===== src/rtl/draw_sched_pkg.sv =====
// Shared constants, state encoding and the on-screen test for the draw scheduler.
package draw_sched_pkg;

  localparam int SCREEN_W = 160;
  localparam int SCREEN_H = 120;
  localparam int X_W      = 8;
  localparam int Y_W      = 7;
  localparam int COLOR_W  = 3;
  localparam int DIM_W    = 4;

  localparam logic [COLOR_W-1:0] COLOR_BG    = 3'b111;
  localparam logic [COLOR_W-1:0] COLOR_BLACK = 3'b000;

  typedef enum logic [1:0] {
    IDLE = 2'd0,
    FILL = 2'd1,
    DONE = 2'd2
  } state_t;

  // True when the widened pixel address lies inside the visible frame.
  function automatic logic on_screen(input logic [X_W:0] x, input logic [Y_W:0] y);
    return (x < (X_W+1)'(SCREEN_W)) && (y < (Y_W+1)'(SCREEN_H));
  endfunction

endpackage


===== src/rtl/draw_scheduler_rect_walker.sv =====
// rect_walker: raster walk of one latched rectangle, one pixel per non-held cycle.
// Addresses are formed one bit wider than the frame coordinates so off-screen
// pixels can be suppressed while the walk still advances.
module rect_walker
  import draw_sched_pkg::*;
(
  input  logic               i_clk,
  input  logic               i_rst_n,
  input  logic               i_start,
  input  logic               i_active,
  input  logic               i_hold,
  input  logic [X_W-1:0]     i_x0,
  input  logic [Y_W-1:0]     i_y0,
  input  logic [DIM_W-1:0]   i_w,
  input  logic [DIM_W-1:0]   i_h,
  input  logic [COLOR_W-1:0] i_color,
  output logic [X_W-1:0]     o_x,
  output logic [Y_W-1:0]     o_y,
  output logic [COLOR_W-1:0] o_color,
  output logic               o_plot,
  output logic               o_finished
);

  logic [X_W-1:0]     r_x0;
  logic [Y_W-1:0]     r_y0;
  logic [DIM_W-1:0]   r_w;
  logic [DIM_W-1:0]   r_h;
  logic [COLOR_W-1:0] r_color;
  logic [DIM_W-1:0]   r_xc;
  logic [DIM_W-1:0]   r_yc;
  logic               r_fin;
  logic [X_W-1:0]     r_xout;
  logic [Y_W-1:0]     r_yout;
  logic [COLOR_W-1:0] r_cout;
  logic               r_plot;

  logic [X_W:0]       w_sum_x;
  logic [Y_W:0]       w_sum_y;
  logic               w_adv;
  logic               w_last;

  assign w_sum_x = {1'b0, r_x0} + {{(X_W+1-DIM_W){1'b0}}, r_xc};
  assign w_sum_y = {1'b0, r_y0} + {{(Y_W+1-DIM_W){1'b0}}, r_yc};
  assign w_adv   = i_active && !i_hold && !r_fin;
  assign w_last  = (r_xc == r_w) && (r_yc == r_h);

  // Latch a new job on start, otherwise emit the current pixel and step the counters.
  always_ff @(posedge i_clk or negedge i_rst_n) begin
    if (!i_rst_n) begin
      r_x0    <= '0;
      r_y0    <= '0;
      r_w     <= '0;
      r_h     <= '0;
      r_color <= '0;
      r_xc    <= '0;
      r_yc    <= '0;
      r_fin   <= 1'b0;
      r_xout  <= '0;
      r_yout  <= '0;
      r_cout  <= '0;
      r_plot  <= 1'b0;
    end else if (i_start) begin
      r_x0    <= i_x0;
      r_y0    <= i_y0;
      r_w     <= i_w;
      r_h     <= i_h;
      r_color <= i_color;
      r_xc    <= '0;
      r_yc    <= '0;
      r_fin   <= 1'b0;
      r_plot  <= 1'b0;
    end else if (w_adv) begin
      r_xout <= w_sum_x[X_W-1:0];
      r_yout <= w_sum_y[Y_W-1:0];
      r_cout <= r_color;
      r_plot <= on_screen(w_sum_x, w_sum_y);
      if (w_last) begin
        r_fin <= 1'b1;
      end else if (r_xc == r_w) begin
        r_xc <= '0;
        r_yc <= r_yc + DIM_W'(1);
      end else begin
        r_xc <= r_xc + DIM_W'(1);
      end
    end else begin
      r_plot <= 1'b0;
    end
  end

  assign o_x        = r_xout;
  assign o_y        = r_yout;
  assign o_color    = r_cout;
  assign o_plot     = r_plot;
  assign o_finished = r_fin;

endmodule


===== src/rtl/draw_scheduler.sv =====
// draw_scheduler: arbitrates rectangle-fill jobs from N_REQ clients and owns the
// single frame-buffer pixel write port.
// Optional feature macro: DRAW_SCHED_RR_EN (round-robin instead of fixed priority).
module draw_scheduler
  import draw_sched_pkg::*;
#(
  parameter int N_REQ = 3
)
(
  input  logic                     Clock,
  input  logic                     Reset,
  input  logic [N_REQ-1:0]         Req,
  input  logic [N_REQ*X_W-1:0]     ReqX,
  input  logic [N_REQ*Y_W-1:0]     ReqY,
  input  logic [N_REQ*DIM_W-1:0]   ReqW,
  input  logic [N_REQ*DIM_W-1:0]   ReqH,
  input  logic [N_REQ*COLOR_W-1:0] ReqColor,
  input  logic                     Hold,
  output logic [N_REQ-1:0]         Grant,
  output logic [N_REQ-1:0]         Done,
  output logic                     Busy,
  output logic [X_W-1:0]           XOut,
  output logic [Y_W-1:0]           YOut,
  output logic [COLOR_W-1:0]       Color,
  output logic                     Plot
);

  localparam int             IDX_W   = (N_REQ > 1) ? $clog2(N_REQ) : 1;
  localparam logic [IDX_W:0] N_REQ_L = (IDX_W+1)'(N_REQ);

  state_t             r_state;
  state_t             w_state_nxt;
  logic [N_REQ-1:0]   r_grant;
  logic [N_REQ-1:0]   w_grant_nxt;
  logic [N_REQ-1:0]   r_done;
  logic [N_REQ-1:0]   w_done_nxt;
  logic               r_busy;
  logic [IDX_W-1:0]   r_win;
  logic [IDX_W-1:0]   w_win_nxt;
  logic [IDX_W-1:0]   w_base;
  logic [IDX_W-1:0]   w_pick;
  logic [IDX_W:0]     w_cand;
  logic               w_found;
  logic               w_start;
  logic               w_finished;
  logic [N_REQ-1:0]   w_onehot;
  logic [X_W-1:0]     w_sel_x;
  logic [Y_W-1:0]     w_sel_y;
  logic [DIM_W-1:0]   w_sel_w;
  logic [DIM_W-1:0]   w_sel_h;
  logic [COLOR_W-1:0] w_sel_c;

`ifdef DRAW_SCHED_RR_EN
  logic [IDX_W-1:0] r_rr_ptr;
  logic [IDX_W-1:0] w_rr_nxt;

  // Move the search start just past the client that has just finished.
  always_comb begin
    w_rr_nxt = r_rr_ptr;
    if (r_state == DONE) begin
      if (r_win == IDX_W'(N_REQ - 1)) begin
        w_rr_nxt = '0;
      end else begin
        w_rr_nxt = r_win + IDX_W'(1);
      end
    end else begin
      w_rr_nxt = r_rr_ptr;
    end
  end

  // Round-robin pointer register.
  always_ff @(posedge Clock or negedge Reset) begin
    if (!Reset) begin
      r_rr_ptr <= '0;
    end else begin
      r_rr_ptr <= w_rr_nxt;
    end
  end

  assign w_base = r_rr_ptr;
`else
  assign w_base = '0;
`endif

  // Scan requests starting at w_base (wrapping) and take the first one set.
  always_comb begin
    w_found = 1'b0;
    w_pick  = '0;
    w_cand  = '0;
    for (int i = 0; i < N_REQ; i++) begin
      w_cand = {1'b0, w_base} + (IDX_W+1)'(i);
      if (w_cand >= N_REQ_L) begin
        w_cand = w_cand - N_REQ_L;
      end else begin
        w_cand = w_cand;
      end
      if (!w_found && Req[w_cand[IDX_W-1:0]]) begin
        w_found = 1'b1;
        w_pick  = w_cand[IDX_W-1:0];
      end else begin
        w_found = w_found;
      end
    end
  end

  assign w_onehot = {{(N_REQ-1){1'b0}}, 1'b1} << w_pick;
  assign w_sel_x  = ReqX[int'(w_pick) * X_W +: X_W];
  assign w_sel_y  = ReqY[int'(w_pick) * Y_W +: Y_W];
  assign w_sel_w  = ReqW[int'(w_pick) * DIM_W +: DIM_W];
  assign w_sel_h  = ReqH[int'(w_pick) * DIM_W +: DIM_W];
  assign w_sel_c  = ReqColor[int'(w_pick) * COLOR_W +: COLOR_W];

  // Next-state and next-output logic of the job FSM.
  always_comb begin
    w_state_nxt = r_state;
    w_grant_nxt = r_grant;
    w_done_nxt  = '0;
    w_win_nxt   = r_win;
    w_start     = 1'b0;
    case (r_state)
      IDLE: begin
        if (w_found) begin
          w_start     = 1'b1;
          w_win_nxt   = w_pick;
          w_grant_nxt = w_onehot;
          w_state_nxt = FILL;
        end else begin
          w_grant_nxt = '0;
        end
      end
      FILL: begin
        if (w_finished) begin
          w_done_nxt  = r_grant;
          w_grant_nxt = '0;
          w_state_nxt = DONE;
        end else begin
          w_state_nxt = FILL;
        end
      end
      DONE: begin
        w_grant_nxt = '0;
        w_state_nxt = IDLE;
      end
      default: begin
        w_grant_nxt = '0;
        w_state_nxt = IDLE;
      end
    endcase
  end

  // State and registered control outputs.
  always_ff @(posedge Clock or negedge Reset) begin
    if (!Reset) begin
      r_state <= IDLE;
      r_grant <= '0;
      r_done  <= '0;
      r_busy  <= 1'b0;
      r_win   <= '0;
    end else begin
      r_state <= w_state_nxt;
      r_grant <= w_grant_nxt;
      r_done  <= w_done_nxt;
      r_busy  <= (w_state_nxt != IDLE);
      r_win   <= w_win_nxt;
    end
  end

  rect_walker u_walker (
    .i_clk      (Clock),
    .i_rst_n    (Reset),
    .i_start    (w_start),
    .i_active   (r_state == FILL),
    .i_hold     (Hold),
    .i_x0       (w_sel_x),
    .i_y0       (w_sel_y),
    .i_w        (w_sel_w),
    .i_h        (w_sel_h),
    .i_color    (w_sel_c),
    .o_x        (XOut),
    .o_y        (YOut),
    .o_color    (Color),
    .o_plot     (Plot),
    .o_finished (w_finished)
  );

  assign Grant = r_grant;
  assign Done  = r_done;
  assign Busy  = r_busy;

endmodule


===== config.mk =====
export PLATFORM = sky130hd
export DESIGN_NAME = draw_scheduler
export DESIGN_NICKNAME = d
export VERILOG_FILES = /design/src/rtl/draw_sched_pkg.sv /design/src/rtl/draw_scheduler_rect_walker.sv /design/src/rtl/draw_scheduler.sv
export SDC_FILE = /design/constraint.sdc
export NUM_CORES = 1
export LEC_CHECK = 0
export ABC_CLOCK_PERIOD_IN_PS = 2100
export BUFFER_PORTS_ARGS = -buffer_cell sky130_fd_sc_hd__buf_2
export CORE_UTILIZATION = 46
export DETAILED_ROUTE_END_ITERATION = 8
export PLACE_DENSITY = 0.76
export SYNTH_ARGS = -nofsm -noshare
export SYNTH_HDL_FRONTEND = slang
export SYNTH_SLANG_ARGS = --single-unit

===== constraint.sdc =====
create_clock -name Clock -period 2.1 [get_ports Clock]
set_input_delay 0.315 -clock Clock [delete_from_list [all_inputs] [get_ports Clock]]
set_output_delay 0.315 -clock Clock [all_outputs]
set_load 0.03 [all_outputs]

==> results of run 1 <==
report_power, final:
group / leakage (nW) / switching (mW) / total, mW / internal [mW]
registers: 0.792 / 0.441 / 2.18 / 1.74
clock network: 0.0894 / 0.465 / 0.955 / 0.489
logic: 1.28 / 1.67 / 2.73 / 1.06
total: 2.16 / 2.58 / 5.86 / 3.29
layer usage:
layer / vias to the layer above / GRT usage, % / routed length (um)
met4: 0 / 10.9 / 142
li1: 1558 / - / -
met3: 11 / 4.16 / 441
met5: - / 0 / 0
met2: 107 / 34.8 / 3570
met1: 1388 / 28.6 / 3780
cell families (layout without fill, tap and decap cells):
family,Yosys count,after routing
flip-flops,63,63
AND/OR/NAND/NOR,137,137
buffers and inverters,30,149
AO/OA/AOI/OAI,95,95
multiplexers,29,29
XOR/XNOR,20,20
adder cells (fa/ha/maj),12,12
path summary, 6_finish.rpt:
kind                       cells past startpoint                       startpoint                              end  slack (ps)
min reg2reg                                    2  u_walker.o_color[2]$_DFFE_PN0P_  u_walker.o_color[2]$_DFFE_PN0P_         470
max                                            8     u_walker.r_yc[0]$_DFFE_PN0P_        u_walker.o_plot$_DFF_PN0_         100
min in group asynchronous                      2                            Reset      u_walker.o_x[5]$_DFFE_PN0P_         500
max reg2reg                                    8     u_walker.r_yc[0]$_DFFE_PN0P_        u_walker.o_plot$_DFF_PN0_         100
min                                            3                         ReqY[19]     u_walker.r_y0[5]$_DFFE_PN0P_         250
max in group asynchronous                      3                            Reset     u_walker.r_xc[1]$_DFFE_PN0P_        1000
Yosys cell counts, types with 4 or more instances:
library cell and n:
nand2_1 66, dfrtp_1 63, o21ai_0 44, nor2_1 39, a21oi_1 33, mux2i_1 27
xnor2_1 13, inv_1 12, clkbuf_1 10, ha_1 10, nand3_1 8, xor2_1 7
and3_1 5, nor3_1 5, a22oi_1 4, buf_2 4
layout make-up:
type	instances	area, um^2
timing repair buffer	121	676
fill	673	2910
tap	99	124
clock inverter	3	17.5
multi-input combinational	293	1780
clock buffer	13	159
sequential	63	1580
inverter	12	45.0
tightest hold or removal path, stage by stage:
cell and delay (ps):
buf_2 70, a21oi_1 50, o21ai_0 120
registers in the layout, summed over array words and instances, names as in the netlist:
signal and count:
u_walker.r_xc 4, u_walker.r_yc 4, u_walker.r_w 4, u_walker.o_finished 1, u_walker.o_x 8, u_walker.r_y0 7, u_walker.r_h 4, Busy 1
u_walker.r_x0 8, u_walker.o_color 3, u_walker.o_plot 1, u_walker.o_y 7, r_state 2, Done 3, Grant 3, u_walker.r_color 3
what timing repair did:
| action | 4_1_cts | 5_1_grt |
|---|---|---|
| gates resized for setup | 0 | 3 |
| hold endpoints to repair | 24 | 0 |
| hold buffers | 1 | 0 |
| endpoints found under the setup margin | 0 | 2 |
==> results.sh, run 1 <==
export IMPL_worstSetupStartpointType="register"
export IMPL_port_buffers=109
export IMPL_dr_first_iter_drc_count=102
export IMPL_synth_nets=482
export IMPL_cts_path_max_buffers=2
export IMPL_path_clk_slew_ps=70
export IMPL_slowest_delay_ps=390
export IMPL_vdd_ir_drop_max_mv=0.487
export IMPL_synth_compound_area_share_pct=14.7
export IMPL_path_delay_family="adder cells"
export IMPL_hold_viol_final=0
export IMPL_ys_async_sr_fraction_pct=100
export IMPL_drc_errors=0
export IMPL_ys_flop_type="dfrtp_1"
export IMPL_initial_core_util_pct=47.6
export IMPL_final_area_um2=4380
export IMPL_grt_first_pass_wirelength_um=12800
export IMPL_setup_violations=0
export IMPL_crit_type="reg -> reg"
export IMPL_timing_hold_ws_ps=248
export IMPL_antenna_left=0
export IMPL_cts_root_buf="clkbuf_8"
export IMPL_synth_edff_count=0
export IMPL_synth_mux_area_share_pct=8.43
export IMPL_yosysTopAreaCellShare_pct=45.4
export IMPL_cts_made_buffers=9
export IMPL_final_setup_worst_slack_ps=95.4
export IMPL_worstMarginPinSlew_ps=577
export IMPL_final_cell_mix="109 x buf_2, 66 x nand2_1, 62 x dfrtp_1, 44 x o21ai_0, 39 x nor2_1"
export IMPL_yosysTopAreaCell="dfrtp_1"
export IMPL_die_area_um2=7900
export IMPL_htreeDepth=3
export IMPL_globalRouteTotalUtil_pct=21.8
export IMPL_worst_ep_arrival_time_ps=2240
export IMPL_synth_seq_area_share_pct=45.4
export IMPL_fin_crit_ps=2000
export IMPL_postLayoutCoreUtil_pct=60.1
export IMPL_end_kind="register"
export IMPL_clock_sinks=63
export IMPL_netlist_instances=386
export IMPL_syn_area_um2=3470
export IMPL_layout_cells_most_common="buf_2"
export IMPL_dp_hpwl_um=5970
export IMPL_drv_cap=0
export IMPL_synth_top_cells_by_area="dfrtp_1 45%, mux2i_1 7.8%, nand2_1 7.1%"
export IMPL_num_io_pins=110
export IMPL_finalWirelength_um=7930
export IMPL_num_vias=3064
export IMPL_p_total_mw=5.86
export IMPL_grt_pass1_vias=2839
export IMPL_post_dp_cell_area_um2=4190
export IMPL_diodes=0
export IMPL_synth_simple_area_share_pct=17.8
export IMPL_grt_max_degree=54
export IMPL_synth_adder_area_share_pct=4.75
export IMPL_worstHoldPathType="in -> reg"
export IMPL_core_area_um2=7290
export IMPL_path_buf_inv=1
export IMPL_tns_ps=0
export IMPL_synth_top_family_by_area="simple AND/OR/NAND/NOR gates"
export IMPL_worstPathRequired_ps=2340
export IMPL_fin_nets=596
export IMPL_syn_avg_cell_area_um2=9.00
export IMPL_finalNonFillerCells=604
export IMPL_status="complete, no violations"
export IMPL_slew_viol_final=0
export IMPL_drt_first_pass_iters=4
export IMPL_avgRoutedWirePerCell_um=13.1
export IMPL_synth_seq_cells=63
export IMPL_gp_congestion=0.868
export IMPL_crit_chain="ha_1, inv_1, fa_1, nand2b_1, a21oi_2, xnor2_1, and3_1, a221oi_1"
export IMPL_cts_setup_buffers=0
export IMPL_synth_xor_area_share_pct=5.04
export IMPL_placed_cells=587
export IMPL_die_h_um=88.9
export IMPL_slew_headroom_pct=61.6
export IMPL_drive_gt1_share_pct=28.7
export IMPL_clock_fmax_mhz=499
export IMPL_skew_ps=6.21
export IMPL_die_width_um=88.9
export IMPL_vias_per_cell=5.07
export IMPL_fin_crit_sh_pct=95.5
export IMPL_rows=31
export IMPL_cpMaxStageDelayCell="fa_1"
export IMPL_tritoncts="done"
export IMPL_grt_antenna_before_repair=0
export IMPL_ys_warn_count=0
export IMPL_syn_to_final_growth_pct=26.1
export IMPL_pre_cts_ws_ps=119
export IMPL_insertion_delay_ps=350
export IMPL_grt_overflow_total=0
export IMPL_synth_cell_type_count=39
export IMPL_leakagePower_nw=2.16
export IMPL_cellPowerDensity_nw_per_um2=1340
export IMPL_critPathMaxFanout=2
Note: power is estimated with default switching activity, not from simulation.
==> run 2, diff against run 1 <==
BUFFER_PORTS_ARGS = -buffer_cell sky130_fd_sc_hd__buf_4   (was -buffer_cell sky130_fd_sc_hd__buf_2)
CORE_MARGIN = 2   (was not set)
CORE_UTILIZATION = 48   (was 46)
PLACE_DENSITY = 0.77   (was 0.76)
SYNTH_HIERARCHICAL = 1   (was not set)
==> run 2 against run 1 <==
Effect of this change: worst setup slack better by 46 ps; via count is 10% higher; clock skew is essentially flat; die area up 12%; non-clock buffer count rose by 3; maximum frequency is 2.3% higher; core utilization increased by 4.0 points.
==> results.sh, run 2 <==
export IMPL_critPathMaxFanout=2
export IMPL_cts_made_buffers=9
export IMPL_port_buffers=109
export IMPL_path_clk_slew_ps=70
export IMPL_setup_violations=0
export IMPL_avgRoutedWirePerCell_um=15.3
export IMPL_synth_nets=493
export IMPL_path_buf_inv=1
export IMPL_grt_max_degree=64
export IMPL_synth_seq_area_share_pct=40.6
export IMPL_syn_avg_cell_area_um2=9.79
export IMPL_worstSetupStartpointType="register"
export IMPL_cts_path_max_buffers=2
export IMPL_wl_met1_um=4260
export IMPL_hold_viol_final=0
export IMPL_path_delay_family="adder cells"
export IMPL_grt_setup_unrepaired="no"
export IMPL_status="complete, no violations"
export IMPL_multiInputGateArea_um2=2110
export IMPL_slowest_delay_ps=380
export IMPL_worstMarginPinSlew_ps=773
export IMPL_cpMaxStageDelayCell="fa_1"
export IMPL_core_area_um2=7770
export IMPL_worstHoldPathType="in -> async"
export IMPL_slew_viol_final=0
export IMPL_finalWirelength_um=9330
export IMPL_synth_seq_cells=63
export IMPL_dr_first_iter_drc_count=143
export IMPL_worst_ep_arrival_time_ps=2200
export IMPL_leakagePower_nw=2.22
export IMPL_synthTopCellsByCount="63 x dfrtp_1, 40 x nor3_2, 35 x nand2_1"
export IMPL_crit_type="reg -> reg"
export IMPL_synth_cell_type_count=47
export IMPL_r2r_setup_slack_ps=140
export IMPL_clock_fmax_mhz=511
export IMPL_die_area_um2=8830
export IMPL_gp_congestion=0.817
export IMPL_rr_worst_depth=8
export IMPL_tritoncts="done"
export IMPL_fin_nets=601
export IMPL_num_vias=3379
export IMPL_skew_ps=6.61
export IMPL_diodes=0
export IMPL_tns_ps=0
export IMPL_insertion_delay_ps=340
export IMPL_initial_core_util_pct=50.0
export IMPL_cts_hold_buf=0
export IMPL_final_area_um2=4970
export IMPL_crit_start="u_walker/r_y0[0]$_DFFE_PN0P_"
export IMPL_syn_to_final_growth_pct=28.1
export IMPL_final_cell_mix="122 x buf_4, 63 x dfrtp_1, 41 x nor3_2, 35 x nand2_1, 33 x nor3_1"
export IMPL_ys_async_sr_fraction_pct=100
export IMPL_cts_root_buf="clkbuf_8"
export IMPL_crit_chain="ha_1, inv_1, fa_1, nand2b_1, a21oi_2, xnor2_1, and3_1, a221oi_1"
export IMPL_die_h_um=94.0
export IMPL_p_total_mw=6.30
export IMPL_clock_sinks=63
export IMPL_top_layer="met4"
export IMPL_synth_edff_count=0
export IMPL_rows=32
export IMPL_layout_cells_most_common="buf_4"
export IMPL_ys_warn_count=6
export IMPL_end_kind="register"
export IMPL_fin_crit_sh_pct=93.3
export IMPL_htreeDepth=3
export IMPL_drt_first_pass_iters=4
export IMPL_rr_startpoint="u_walker/r_y0[0]$_DFFE_PN0P_"
export IMPL_dp_hpwl_um=7190
export IMPL_vdd_ir_drop_max_mv=0.451
export IMPL_grt_antenna_before_repair=0
export IMPL_grt_overflow_total=0
export IMPL_drc_errors=0
export IMPL_grt_pass1_vias=3266
export IMPL_vias_per_cell=5.53
export IMPL_worstPathRequired_ps=2340
export IMPL_slew_headroom_pct=48.5
export IMPL_die_width_um=94.0
export IMPL_wl_met3_um=582
export IMPL_ys_flop_type="dfrtp_1"
export IMPL_num_io_pins=110
export IMPL_netlist_instances=397
export IMPL_nFillCells=657
export IMPL_synth_top_cells_by_area="dfrtp_1 41%, nor3_2 10%, mux2_2 7.0%"
export IMPL_drive_gt1_share_pct=41.8
export IMPL_yosysTopAreaCellShare_pct=40.6
export IMPL_antenna_left=0
export IMPL_dr_wl_met2_um=4330
export IMPL_fin_crit_ps=1960
export IMPL_yosysTopAreaCell="dfrtp_1"
export IMPL_globalRouteTotalUtil_pct=22.7
export IMPL_grt_first_pass_wirelength_um=15600
export IMPL_cellPowerDensity_nw_per_um2=1270
export IMPL_synth_most_common_cell="dfrtp_1"
export IMPL_drv_cap=0
export IMPL_register_area_um2=1580
export IMPL_syn_area_um2=3880
export IMPL_r2r_end="u_walker/o_plot$_DFF_PN0_"
export IMPL_post_dp_cell_area_um2=4800
==> run 2: changes by cell type after synthesis, moves of 26 or more <==
| cell | previous run | this run |
|---|---|---|
| o22ai_1 | 2 | 28 |
| nor3_2 | 0 | 40 |
| mux2i_1 | 27 | 1 |
| nand2_1 | 66 | 35 |
| nor3_1 | 5 | 34 |
| o21ai_0 | 44 | 16 |
==> run 2: timing repair <==
item / 4_1_cts / 5_1_grt
buffers inserted: 0 / 0
endpoints found under the hold margin: 0 / 0
setup endpoints to repair: 0 / 3
resized for setup: 0 / 5
==> run 2: cell families after synthesis <==
group                      count (synthesis)  share of synthesized area (%)
AOI/OAI and AO/OA                         72                           11.3
buffers and inverters                     38                           5.57
and+or+nand+nor                          164                           25.8
muxes                                     26                           7.50
adders and majority gates                 12                           4.25
xor gates and xnor gates                  22                           4.96
DFF                                       63                           40.6
==> run 2: per-layer routing <==
| layer | vias to the layer above | GRT usage, % |
|---|---|---|
| met2 | 119 | 34.7 |
| met5 | - | 0 |
| li1 | 1650 | - |
| met3 | 14 | 5.78 |
| met1 | 1596 | 31.3 |
| met4 | 0 | 8.21 |
==> run 2: worst max path at each step <==
| stage | end | slack (ps) | cells past startpoint |
|---|---|---|---|
| 6_report | u_walker/o_plot$_DFF_PN0_ | 140 | 8 |
| 5_1_grt | u_walker/o_x[6]$_DFFE_PN0P_ | 20 | 9 |
| 4_1_cts | u_walker/o_x[6]$_DFFE_PN0P_ | 80 | 9 |
| 3_5_place_dp | u_walker/o_x[6]$_DFFE_PN0P_ | 90 | 9 |
| 3_3_place_gp | u_walker/o_plot$_DFF_PN0_ | 180 | 8 |
| 2_1_floorplan | u_walker/o_plot$_DFF_PN0_ | 50 | 8 |
==> run 2: metrics by stage <==
stage	std cells	hold slack [ps]	util [%]	worst slack (ps)
after floorplan	397	19.4	-	48.7
after global placement	596	443	61.8	178
after detailed placement	596	446	61.8	89.3
after CTS	611	76.8	63.9	81.5
after global routing	611	110	64.0	24.1
final	611	38.6	64.0	141
==> run 2: power breakdown <==
| group | total, mW | leakage [nW] | switching [mW] | internal (mW) |
|---|---|---|---|---|
| sequential | 2.21 | 0.765 | 0.440 | 1.77 |
| combinational | 3.20 | 1.37 | 1.75 | 1.45 |
| clock | 0.896 | 0.0850 | 0.449 | 0.447 |
==> run 2: final cells by class <==
type	instances	share of cell area, %
clock inverters	4	0.453
clock buffers	11	2.84
repair buffers	124	19.2
multi-input cells	296	42.4
inverters	11	0.830
well taps	102	2.57
flip-flops and latches	63	31.7
==> run 3, diff against run 2 <==
CORE_MARGIN = 3   (was 2)
==> run 3 against run 2 <==
Effect of this change: non-clock buffer count down 1; critical path type unchanged; register-to-register slack worse by 30 ps; combinational power about the same; largest cell class unchanged; global-route usage down 1.1 points; clock-buffer cell count up 2; critical endpoint unchanged; final cell count unchanged.
==> results.sh, run 3 (synthesis results as in run 2) <==
export IMPL_slew_headroom_pct=48.8
export IMPL_final_cell_mix="121 x buf_4, 62 x dfrtp_1, 41 x nor3_2, 35 x nand2_1, 33 x nor3_1"
export IMPL_switching_share_pct=40.3
export IMPL_grt_overflow_total=0
export IMPL_grt_pass1_vias=3289
export IMPL_antenna_left=0
export IMPL_hold_viol_final=0
export IMPL_die_width_um=96.0
export IMPL_vias_per_cell=5.63
export IMPL_worstPathRequired_ps=2330
export IMPL_diodes=0
export IMPL_core_area_um2=7810
export IMPL_crit_type="reg -> reg"
export IMPL_path_clk_slew_ps=70
export IMPL_cts_path_max_buffers=2
export IMPL_clock_fmax_mhz=503
export IMPL_power_frac_clock_pct=17.8
export IMPL_grt_antenna_before_repair=0
export IMPL_worstMarginPinSlew_ps=768
export IMPL_cts_root_buf="clkbuf_8"
export IMPL_gp_congestion=0.862
export IMPL_leakagePower_nw=2.24
export IMPL_fin_crit_ps=1990
export IMPL_critPathMaxFanout=2
export IMPL_finalNonFillerCells=611
export IMPL_port_buffers=109
export IMPL_num_io_pins=110
export IMPL_htreeDepth=3
export IMPL_status="complete, no violations"
export IMPL_layout_cells_most_common="buf_4"
export IMPL_grt_max_degree=64
export IMPL_multiInputGateArea_um2=2110
export IMPL_syn_to_final_growth_pct=29.4
export IMPL_met2_usage_pct=34.7
export IMPL_drv_cap=0
export IMPL_cellPowerDensity_nw_per_um2=1310
export IMPL_finalWirelength_um=9580
export IMPL_clock_sinks=63
export IMPL_avgRoutedWirePerCell_um=15.7
export IMPL_die_area_um2=9210
export IMPL_worstSetupStartpointType="register"
export IMPL_p_switching_mw=2.66
export IMPL_drt_first_pass_iters=4
export IMPL_placed_cells=595
export IMPL_skew_ps=9.62
export IMPL_vdd_ir_drop_max_mv=0.427
export IMPL_nFillCells=669
export IMPL_num_vias=3438
export IMPL_setup_violations=0
export IMPL_p_total_mw=6.61
export IMPL_seqPwrFrac_pct=33.8
export IMPL_grt_first_pass_wirelength_um=15200
export IMPL_grt_busiest_layer="met2"
export IMPL_worstHoldPathType="in -> async"
export IMPL_dr_first_iter_drc_count=151
export IMPL_dp_hpwl_um=7240
export IMPL_end_kind="register"
export IMPL_rows=32
export IMPL_die_h_um=96.0
export IMPL_tns_ps=0
export IMPL_globalRouteTotalUtil_pct=21.6
export IMPL_pwr_share_comb_pct=48.4
export IMPL_drc_errors=0
export IMPL_drive_gt1_share_pct=41.8
export IMPL_cts_made_buffers=9
export IMPL_grt_setup_unrepaired="no"
export IMPL_worst_ep_arrival_time_ps=2220
export IMPL_fin_crit_sh_pct=94.7
export IMPL_cts_setup_buffers=0
export IMPL_initial_core_util_pct=49.8
export IMPL_tritoncts="done"
export IMPL_register_area_um2=1580
export IMPL_fin_nets=600
export IMPL_slew_viol_final=0
export IMPL_p_int_mw=3.94
export IMPL_use_met1_pct=27.9
export IMPL_met3_usage_pct=4.53
export IMPL_insertion_delay_ps=340
-- run 3: cell count changes in the layout (fill, tap and decap cells not counted), sizes merged --
cell,previous run,this run
clkbuf,11,13
bufinv,0,2
clkinv,3,1
clkinvlp,1,0
buf,124,123
-- run 3: final timing paths --
kind | to | depth (start not counted) | slack, ps | start
worst max-delay path | u_walker/o_plot$_DFF_PN0_ | 8 | 110 | u_walker/r_y0[0]$_DFFE_PN0P_
max in group asynchronous | u_walker/r_xc[1]$_DFFE_PN0P_ | 1 | 1540 | Reset
worst min-delay path | u_walker/o_x[0]$_DFFE_PN0P_ | 1 | 40 | Reset
worst min register to register | u_walker/o_color[1]$_DFFE_PN0P_ | 2 | 470 | u_walker/r_color[1]$_DFFE_PN0P_
min in group Clock | Busy$_DFF_PN0_ | 3 | 320 | Req[0]
worst max register to register | u_walker/o_plot$_DFF_PN0_ | 8 | 110 | u_walker/r_y0[0]$_DFFE_PN0P_
-- run 3: layer usage --
layer	routed length (um)	part of all wire [%]
met4	221	2.3
met5	0	0
met1	4110	43
met3	614	6.4
met2	4640	48
-- run 3: power groups by stage --
stage,Clock [mW],Sequential [mW],Combinational (mW)
after floorplan,0,2.56,1.74
after global placement,0,2.22,3.07
after detailed placement,0,2.25,3.15
after CTS,1.20,2.24,3.17
after global routing,1.25,2.32,3.54
final,1.18,2.24,3.20
-- run 3: area by class of cell --
| type | instances | area share, % |
|---|---|---|
| clock inverter | 3 | 1.29 |
| tap | 102 | 2.54 |
| timing repair buffer | 123 | 18.9 |
| multi-input combinational | 296 | 42.0 |
| inverter | 11 | 0.821 |
| sequential | 63 | 31.4 |
| clock buffer | 13 | 3.16 |
-- run 3: timing repair --
action	4_1_cts	5_1_grt
setup endpoints to repair	0	2
hold buffers	0	0
resized for setup	0	5
-- run 3: worst max-delay path, stage by stage (launching register included) --
cell	delay (ps)
dfrtp_1	350
ha_1	170
inv_1	60
fa_1	380
nand2b_1	170
a21oi_2	180
xnor2_1	100
and3_1	180
a221oi_1	280
-- run 3: metrics by stage --
stage / cell area (um^2) / hold WS (ps) / worst slack, ps / util (%)
4_1_cts: 5010 / 61.8 / 55.2 / 64.2
3_5_place_dp: 4790 / 442 / 72.9 / 61.4
2_1_floorplan: 3880 / 19.4 / 48.7 / -
3_3_place_gp: 4790 / 443 / 185 / 61.4
5_1_grt: 5030 / 113 / 2.14 / 64.4
6_report: 5030 / 40.8 / 112 / 64.4
